## src/rtl/subtractor_32bits_serial.sv

```systemverilog
// subtractor_32bits_serial: digit-serial a - b - borrow_in with start/ready and valid/ack handshakes
module subtractor_32bits_serial #(
    parameter int WIDTH   = 32,
    parameter int DIGIT_W = 4
) (
    input  logic             clk_in,
    input  logic             rst_n_in,
    input  logic             start_in,
    input  logic [WIDTH-1:0] a_in,
    input  logic [WIDTH-1:0] b_in,
    input  logic             b_in_brw,
    input  logic             ack_in,
    output logic             ready_o,
    output logic             valid_o,
    output logic [WIDTH-1:0] diff_o,
    output logic             brw_o,
    output logic             ovf_o
);
    localparam int NSTEP = WIDTH / DIGIT_W;
    localparam int SW    = (NSTEP > 1) ? $clog2(NSTEP) : 1;

    typedef enum logic [1:0] {S_IDLE, S_RUN, S_DONE} state_t;

    state_t             r_state, w_next;
    logic [WIDTH-1:0]   r_a, r_nb, r_acc, r_diff;
    logic               r_c, r_brw, r_ovf, r_a_msb, r_b_msb;
    logic [SW-1:0]      r_step;
    logic [DIGIT_W:0]   w_sum;
    logic               w_last;

    assign w_sum   = {1'b0, r_a[DIGIT_W-1:0]} + {1'b0, r_nb[DIGIT_W-1:0]} + {{DIGIT_W{1'b0}}, r_c};
    assign w_last  = r_step == SW'(NSTEP - 1);
    assign ready_o = r_state == S_IDLE;
    assign valid_o = r_state == S_DONE;
    assign diff_o  = r_diff;
    assign brw_o   = r_brw;
    assign ovf_o   = r_ovf;

    // State register
    always_ff @(posedge clk_in or negedge rst_n_in) begin
        if (!rst_n_in) r_state <= S_IDLE;
        else           r_state <= w_next;
    end

    // Next state: accept in IDLE, run NSTEP digits, hold result until ack
    always_comb begin
        w_next = r_state;
        case (r_state)
            S_IDLE:  w_next = start_in ? S_RUN : S_IDLE;
            S_RUN:   w_next = w_last ? S_DONE : S_RUN;
            S_DONE:  w_next = ack_in ? S_IDLE : S_DONE;
            default: w_next = S_IDLE;
        endcase
    end

    // Datapath: latch operands on accept, add one digit of a + ~b per RUN cycle, publish on the last digit
    always_ff @(posedge clk_in or negedge rst_n_in) begin
        if (!rst_n_in) begin
            r_a     <= '0;
            r_nb    <= '0;
            r_acc   <= '0;
            r_diff  <= '0;
            r_c     <= 1'b0;
            r_brw   <= 1'b0;
            r_ovf   <= 1'b0;
            r_a_msb <= 1'b0;
            r_b_msb <= 1'b0;
            r_step  <= '0;
        end else if (r_state == S_IDLE && start_in) begin
            r_a     <= a_in;
            r_nb    <= ~b_in;
            r_c     <= ~b_in_brw;
            r_a_msb <= a_in[WIDTH-1];
            r_b_msb <= b_in[WIDTH-1];
            r_acc   <= '0;
            r_step  <= '0;
        end else if (r_state == S_RUN) begin
            r_a    <= r_a >> DIGIT_W;
            r_nb   <= r_nb >> DIGIT_W;
            r_c    <= w_sum[DIGIT_W];
            r_acc  <= {w_sum[DIGIT_W-1:0], r_acc[WIDTH-1:DIGIT_W]};
            r_step <= r_step + SW'(1);
            if (w_last) begin
                r_diff <= {w_sum[DIGIT_W-1:0], r_acc[WIDTH-1:DIGIT_W]};
                r_brw  <= ~w_sum[DIGIT_W];
                r_ovf  <= (r_a_msb != r_b_msb) & (w_sum[DIGIT_W-1] != r_a_msb);
            end
        end
    end
endmodule
```

## config.mk

```make
export PLATFORM = sky130hd
export DESIGN_NAME = subtractor_32bits_serial
export DESIGN_NICKNAME = d
export VERILOG_FILES = /design/src/rtl/subtractor_32bits_serial.sv
export SDC_FILE = /design/constraint.sdc
export NUM_CORES = 1
export LEC_CHECK = 0
export ABC_CLOCK_PERIOD_IN_PS = 5200
export BUFFER_PORTS_ARGS = -buffer_cell sky130_fd_sc_hd__buf_2
export CAP_MARGIN = 20
export CELL_PAD_IN_SITES_DETAIL_PLACEMENT = 0
export CELL_PAD_IN_SITES_GLOBAL_PLACEMENT = 1
export CORE_MARGIN = 3
export CORE_UTILIZATION = 46
export DETAILED_ROUTE_END_ITERATION = 12
export GPL_ROUTABILITY_DRIVEN = 0
export GPL_TIMING_DRIVEN = 0
export PLACE_DENSITY_LB_ADDON = 0.1
export SLEW_MARGIN = 20
export SYNTH_ARGS = -nofsm -noshare
export SYNTH_HDL_FRONTEND = slang
export SYNTH_SLANG_ARGS = --single-unit
```

## constraint.sdc

```tcl
create_clock -name clk_in -period 5.2 [get_ports clk_in]
set_clock_uncertainty 0.2 [all_clocks]
set_input_delay 0.52 -clock clk_in [delete_from_list [all_inputs] [get_ports clk_in]]
set_output_delay 0.52 -clock clk_in [all_outputs]
set_load 0.05 [all_outputs]
```

Word-level counts from Yosys, hierarchy flattened

Cells that the tools add are included.

Output and inout bits: 36
Word-level logic and storage cells: 42
Bits of input ports: 69
Register bits after elaboration: 138

Add/subtract/negate cells: 3
Muxes and demuxes: 14
Eq/ne operators: 5
Bitwise logic cells: 5
Reductions and logical operators: 4

Operator list:

| operator                                             | count |
|---|---|
| two-way mux 32 bit                                   | 6 |
| inverter 32 bit                                      | 1 |
| two-way mux 3 bit                                    | 2 |
| case mux 2 bit (3 select lines)                      | 1 |
| adder 4 x 4 -> 5 bit                                 | 1 |
| adder 5 x 1 -> 5 bit                                 | 1 |
| two-way mux 2 bit                                    | 2 |
| adder 3 x 1 -> 3 bit (second input constant)         | 1 |
| equality test 3 bit (second input constant)          | 1 |
| two-way mux 1 bit                                    | 3 |
| inverter 1 bit                                       | 3 |
| AND reduction 3 bit                                  | 1 |
| equality test 2 x 1 -> 1 bit (second input constant) | 1 |
| equality test 2 bit (second input constant)          | 1 |
| zero test 2 bit                                      | 1 |
| != test 1 bit                                        | 2 |
| nonzero test 2 bit                                   | 1 |
| AND 1 bit                                            | 1 |
| logical AND 1 bit                                    | 1 |

Logic depth before layout (Yosys ltp)

Depth in word-level cells: 4
Gate-level depth with buffers: 7
Gate-level depth less buffers: 7

Worst setup path before layout

No wires, ideal clock.

Path kind: flip-flop to flip-flop
Start: register r_state[1]
End: register r_acc[30]
Clock period less this slack: 2109 ps
Stages on the path, launching flop included: 6
Data required time: 4865 ps
Slack: 3091 ps
Path buffers: 1
Library setup time: 135 ps
Arrival time: 1774 ps
Cell sequence: dfrtp_1 nor2_1 nand2_1 clkbuf_1 nand3_1 o21ai_0

Cells in the longest elaborated chain, start to end: 3
Elaborated cells between the ends (all ways): 5
Classes of those cells: 1 x eq/ne; 1 x mux; 3 x reduce/logical

RTL lines:

| what                                                     | RTL line | RTL |
|---|---|---|
| start, declared                                          | 24       | `state_t r_state, w_next;` |
| start signal, assigned                                   | 42       | `else r_state <= w_next;` |
| zero test 2 bit (*)                                      | --       |  |
| named net ready_o                                        | 13       | `output logic ready_o,` |
| logical AND 1 bit (*)                                    | 69       | `end else if (r_state == S_IDLE && start_in) begin` |
| two-way mux 32 bit or nonzero test 2 bit (tied branches) | --       |  |
| end signal, assigned                                     | 81       | `r_acc <= {w_sum[DIGIT_W-1:0], r_acc[WIDTH-1:DIGIT_W]};` |
| end, declared                                            | 25       | `logic [WIDTH-1:0] r_a, r_nb, r_acc, r_diff;` |

Mark *: on every way through the listed nets, which the timed path passes. The rest lies on a longest branch.
A chain may end at the register's enable or synchronous reset.

Worst setup path in the final report

Start: register r_a[0]
End: register r_brw, in the netlist brw_o

Cells in the longest elaborated chain, start to end: 3

RTL lines:

| what                   | RTL line | RTL |
|---|---|---|
| start, declared        | 25       |  |
| start signal, assigned | 70       | `r_a <= a_in;` |
| start signal, assigned | 78       | `r_a <= r_a >> DIGIT_W;` |
| adder 4 x 4 -> 5 bit   | 31       | `assign w_sum = {1'b0, r_a[DIGIT_W-1:0]} + {1'b0, r_nb[DIGIT_W-1:0]} + {{DIGIT_W{1'b0}}, r_c};` |
| adder 5 x 1 -> 5 bit   | 31       |  |
| inverter 1 bit         | 85       | `r_brw <= ~w_sum[DIGIT_W];` |
| end signal, assigned   | 85       |  |
| end, declared          | 26       | `logic r_c, r_brw, r_ovf, r_a_msb, r_b_msb;` |

No other way between the ends.

==> reports/results.ini <==
[power]
p_sw_share_pct=39.5
p_int_w=0.00287
power_density_mw_per_mm2=701
clock_power_share_pct=23.4
peakVddDrop_mv=0.256
p_switching_w=0.00188
pwr-share-comb_pct=38.8
leakage_nw=3.41
power_frac_seq_pct=37.7

[setup_path]
critPathRequiredTime_ns=5.30
startpoint=r_a[0]
endpoint_kind=flip-flop
critical_path_class=flip-flop to flip-flop
worstPathArrival_ns=2.22
reg2reg_depth=7
r2r_slack_ns=3.08
start_kind=flip-flop
critPathMaxFanout=2
r2r_start=r_a[0]
reg2reg_to=brw_o

[worst_hold_path]
hold_depth=2
hp-class=input port to flip-flop
min_to=r_nb[30]
min_from=b_in[30]

[floorplan]
die_height_um=115
io_pins=105
start_util_pct=47.6
fp.coreArea_mm2=0.0115
die_area_mm2=0.0133
die_w_um=115
rows=39

[route]
ant_nets=0
route.detailed.drc=0
vias=4188
drt_pass1_iterations=5
routed_wl_um=12500
first_iter_violations=262
vias_per_cell=5.38
detail_route.wl_per_cell_um=16.1

[outcome]
outcome=completed

[timing]
fin_crit_ns=2.12
timing.hold.ws_ns=0.0898
slew_headroom_pct=62.9
finalHoldViolCount=0
fin_ws_ns=3.08
setup_viol=0
tightest_slew_ns=0.556
fin_tns_setup_ns=0
rsz0062_at_grt=no
final-max-slew-violation-count=0
fin_crit_sh_pct=40.8
clock.fmax_mhz=472

[global_routing]
grt_pass1_wl_um=20400
track_usage_pct=20.0
globalRoute.totalOverflow=0
grt_max_degree=77
grt_pass1_vias=4061
antenna_found_initial=0

[place]
place_ws_ns=3.09
dpl.cell_count=748
post-dp-hpwl_um=8860
portBuffers=104

[yosys]
seq_area_frac_synth_pct=61.2
syn_area_mm2=0.00548
synth_nets=576
synth_area_leaders=dfrtp_1, nand2_1, mux2_2
synth.avg_cell_area_um2=11.0
syn-instance-count=500
ys_warn_count=0
synth_area_leader_cell=dfrtp_1
ys_types=30
synth-seq-cells=134
synth.top_cell.area_share_pct=61.2

[clocking]
cts-root-buf=clkbuf_16
cts_buffer_depth=2
clkSlewWorstSetupHoldPaths_ns=0.05
worstSkewPairLatency_ns=0.41
cts_tree=built
htree_levels=4
cts_buffers=17
clock_sinks=134
postCtsSetupRepairBufs=0

[cells_and_area]
finalNetCount=701
synthToLayoutAreaGrowth_pct=23.7
final_core_util_pct=58.9
drive_gt1_share_pct=28.8
stdcell_count=778
n_antenna_cell=0

[job]
maxCapViolations=0

## critical path: stages, from the launching register on
cell and delay (ns):
dfrtp_1 0.32, inv_1 0.07, fa_1 0.45, fa_1 0.41
inv_1 0.08, a21o_1 0.12, a21oi_1 0.08, mux2_2 0.27
## registers in the layout, summed over array words and instances, names as in the netlist
signal / cells
brw_o: 1
diff_o: 32
ovf_o: 1
r_a: 32
r_a_msb: 1
r_acc: 28
r_b_msb: 1
r_c: 1
r_nb: 32
r_state: 2
r_step: 3
## kinds of logic after synthesis
family	share of synthesized area [%]
buffers and inverters	3.70
xor gates and xnor gates	0.320
AOI/OAI and AO/OA	13.9
and+or+nand+nor	13.1
DFF	61.2
adders and majority gates	1.87
muxes	5.96
## per-layer routing
metal	up-vias	wire length (um)	track usage, %
met5	-	0	0
li1	1987	-	-
met1	2063	5660	26.7
met4	0	204	7.90
met3	17	624	5.05
met2	121	6030	31.5
## timing repair
item                                   4_1_cts  5_1_grt
endpoints found under the hold margin       58        0
hold buffers                                 1        0
gates resized for setup                      0        0
## power by group through the flow
stage	registers [W]	clock network [W]	logic (W)
after CTS	0.00180	0.00113	0.00188
after global placement	0.00180	0	0.00183
after global routing	0.00185	0.00118	0.00206
final	0.00179	0.00111	0.00185
after detailed placement	0.00181	0	0.00187
after floorplan	0.00210	0	0.00104
## cells in the final DEF (no fill, tap or decap), drive strengths merged, types with 2 or more instances in the layout
cell type	Yosys	routed
clkbuf	15	40
a221o	30	30
o21ai	44	44
dfrtp	134	134
nand2	129	129
inv	7	7
fa	2	2
mux2	29	29
ha	5	5
a21oi	2	2
buf	21	126
nand3b	2	2
nand2b	2	2
a22oi	26	26
clkinv	0	3
nor3b	2	2
nand3	9	9
nor3	2	2
nor2	31	31
## Yosys cell counts (all sizes together)
cell	count
dfrtp	134
nand2	129
o21ai	44
nor2	31
a221o	30
mux2	29
a22oi	26
buf	21
clkbuf	15
nand3	9
inv	7
ha	5
a21oi	2
fa	2
nand2b	2
nand3b	2
nor3	2
nor3b	2
a211o	1
a21o	1
and3b	1
nor2b	1
o2111ai	1
o221ai	1
xnor2	1
xor2	1
## layout make-up
| type | instances | area, um2 |
|---|---|---|
| multi-input cells | 323 | 1930 |
| clock buffers | 25 | 505 |
| plain buffers | 36 | 176 |
| fillers | 1001 | 4740 |
| inverters | 7 | 26.3 |
| repair buffers | 106 | 568 |
| flip-flops and latches | 134 | 3350 |
| clock inverters | 4 | 45.0 |
| well taps | 143 | 179 |
## how the worst max path moves through the flow
stage | slack, ns | depth (start not counted) | to
2_1_floorplan | 3.09 | 5 | r_acc[30]
3_3_place_gp | 1.61 | 1 | r_nb[14]
3_5_place_dp | 3.09 | 7 | brw_o
4_1_cts | 3.08 | 7 | brw_o
5_1_grt | 2.99 | 7 | brw_o
6_report | 3.08 | 7 | brw_o
## metrics by stage
| stage | instance area, um2 | total power [W] |
|---|---|---|
| 4_1_cts | 6780 | 0.00481 |
| 2_1_floorplan | 5480 | 0.00314 |
| 3_5_place_dp | 6220 | 0.00368 |
| 5_1_grt | 6780 | 0.00509 |
| 6_report | 6780 | 0.00475 |
| 3_3_place_gp | 6180 | 0.00362 |
(Power assumes the default switching activity.)
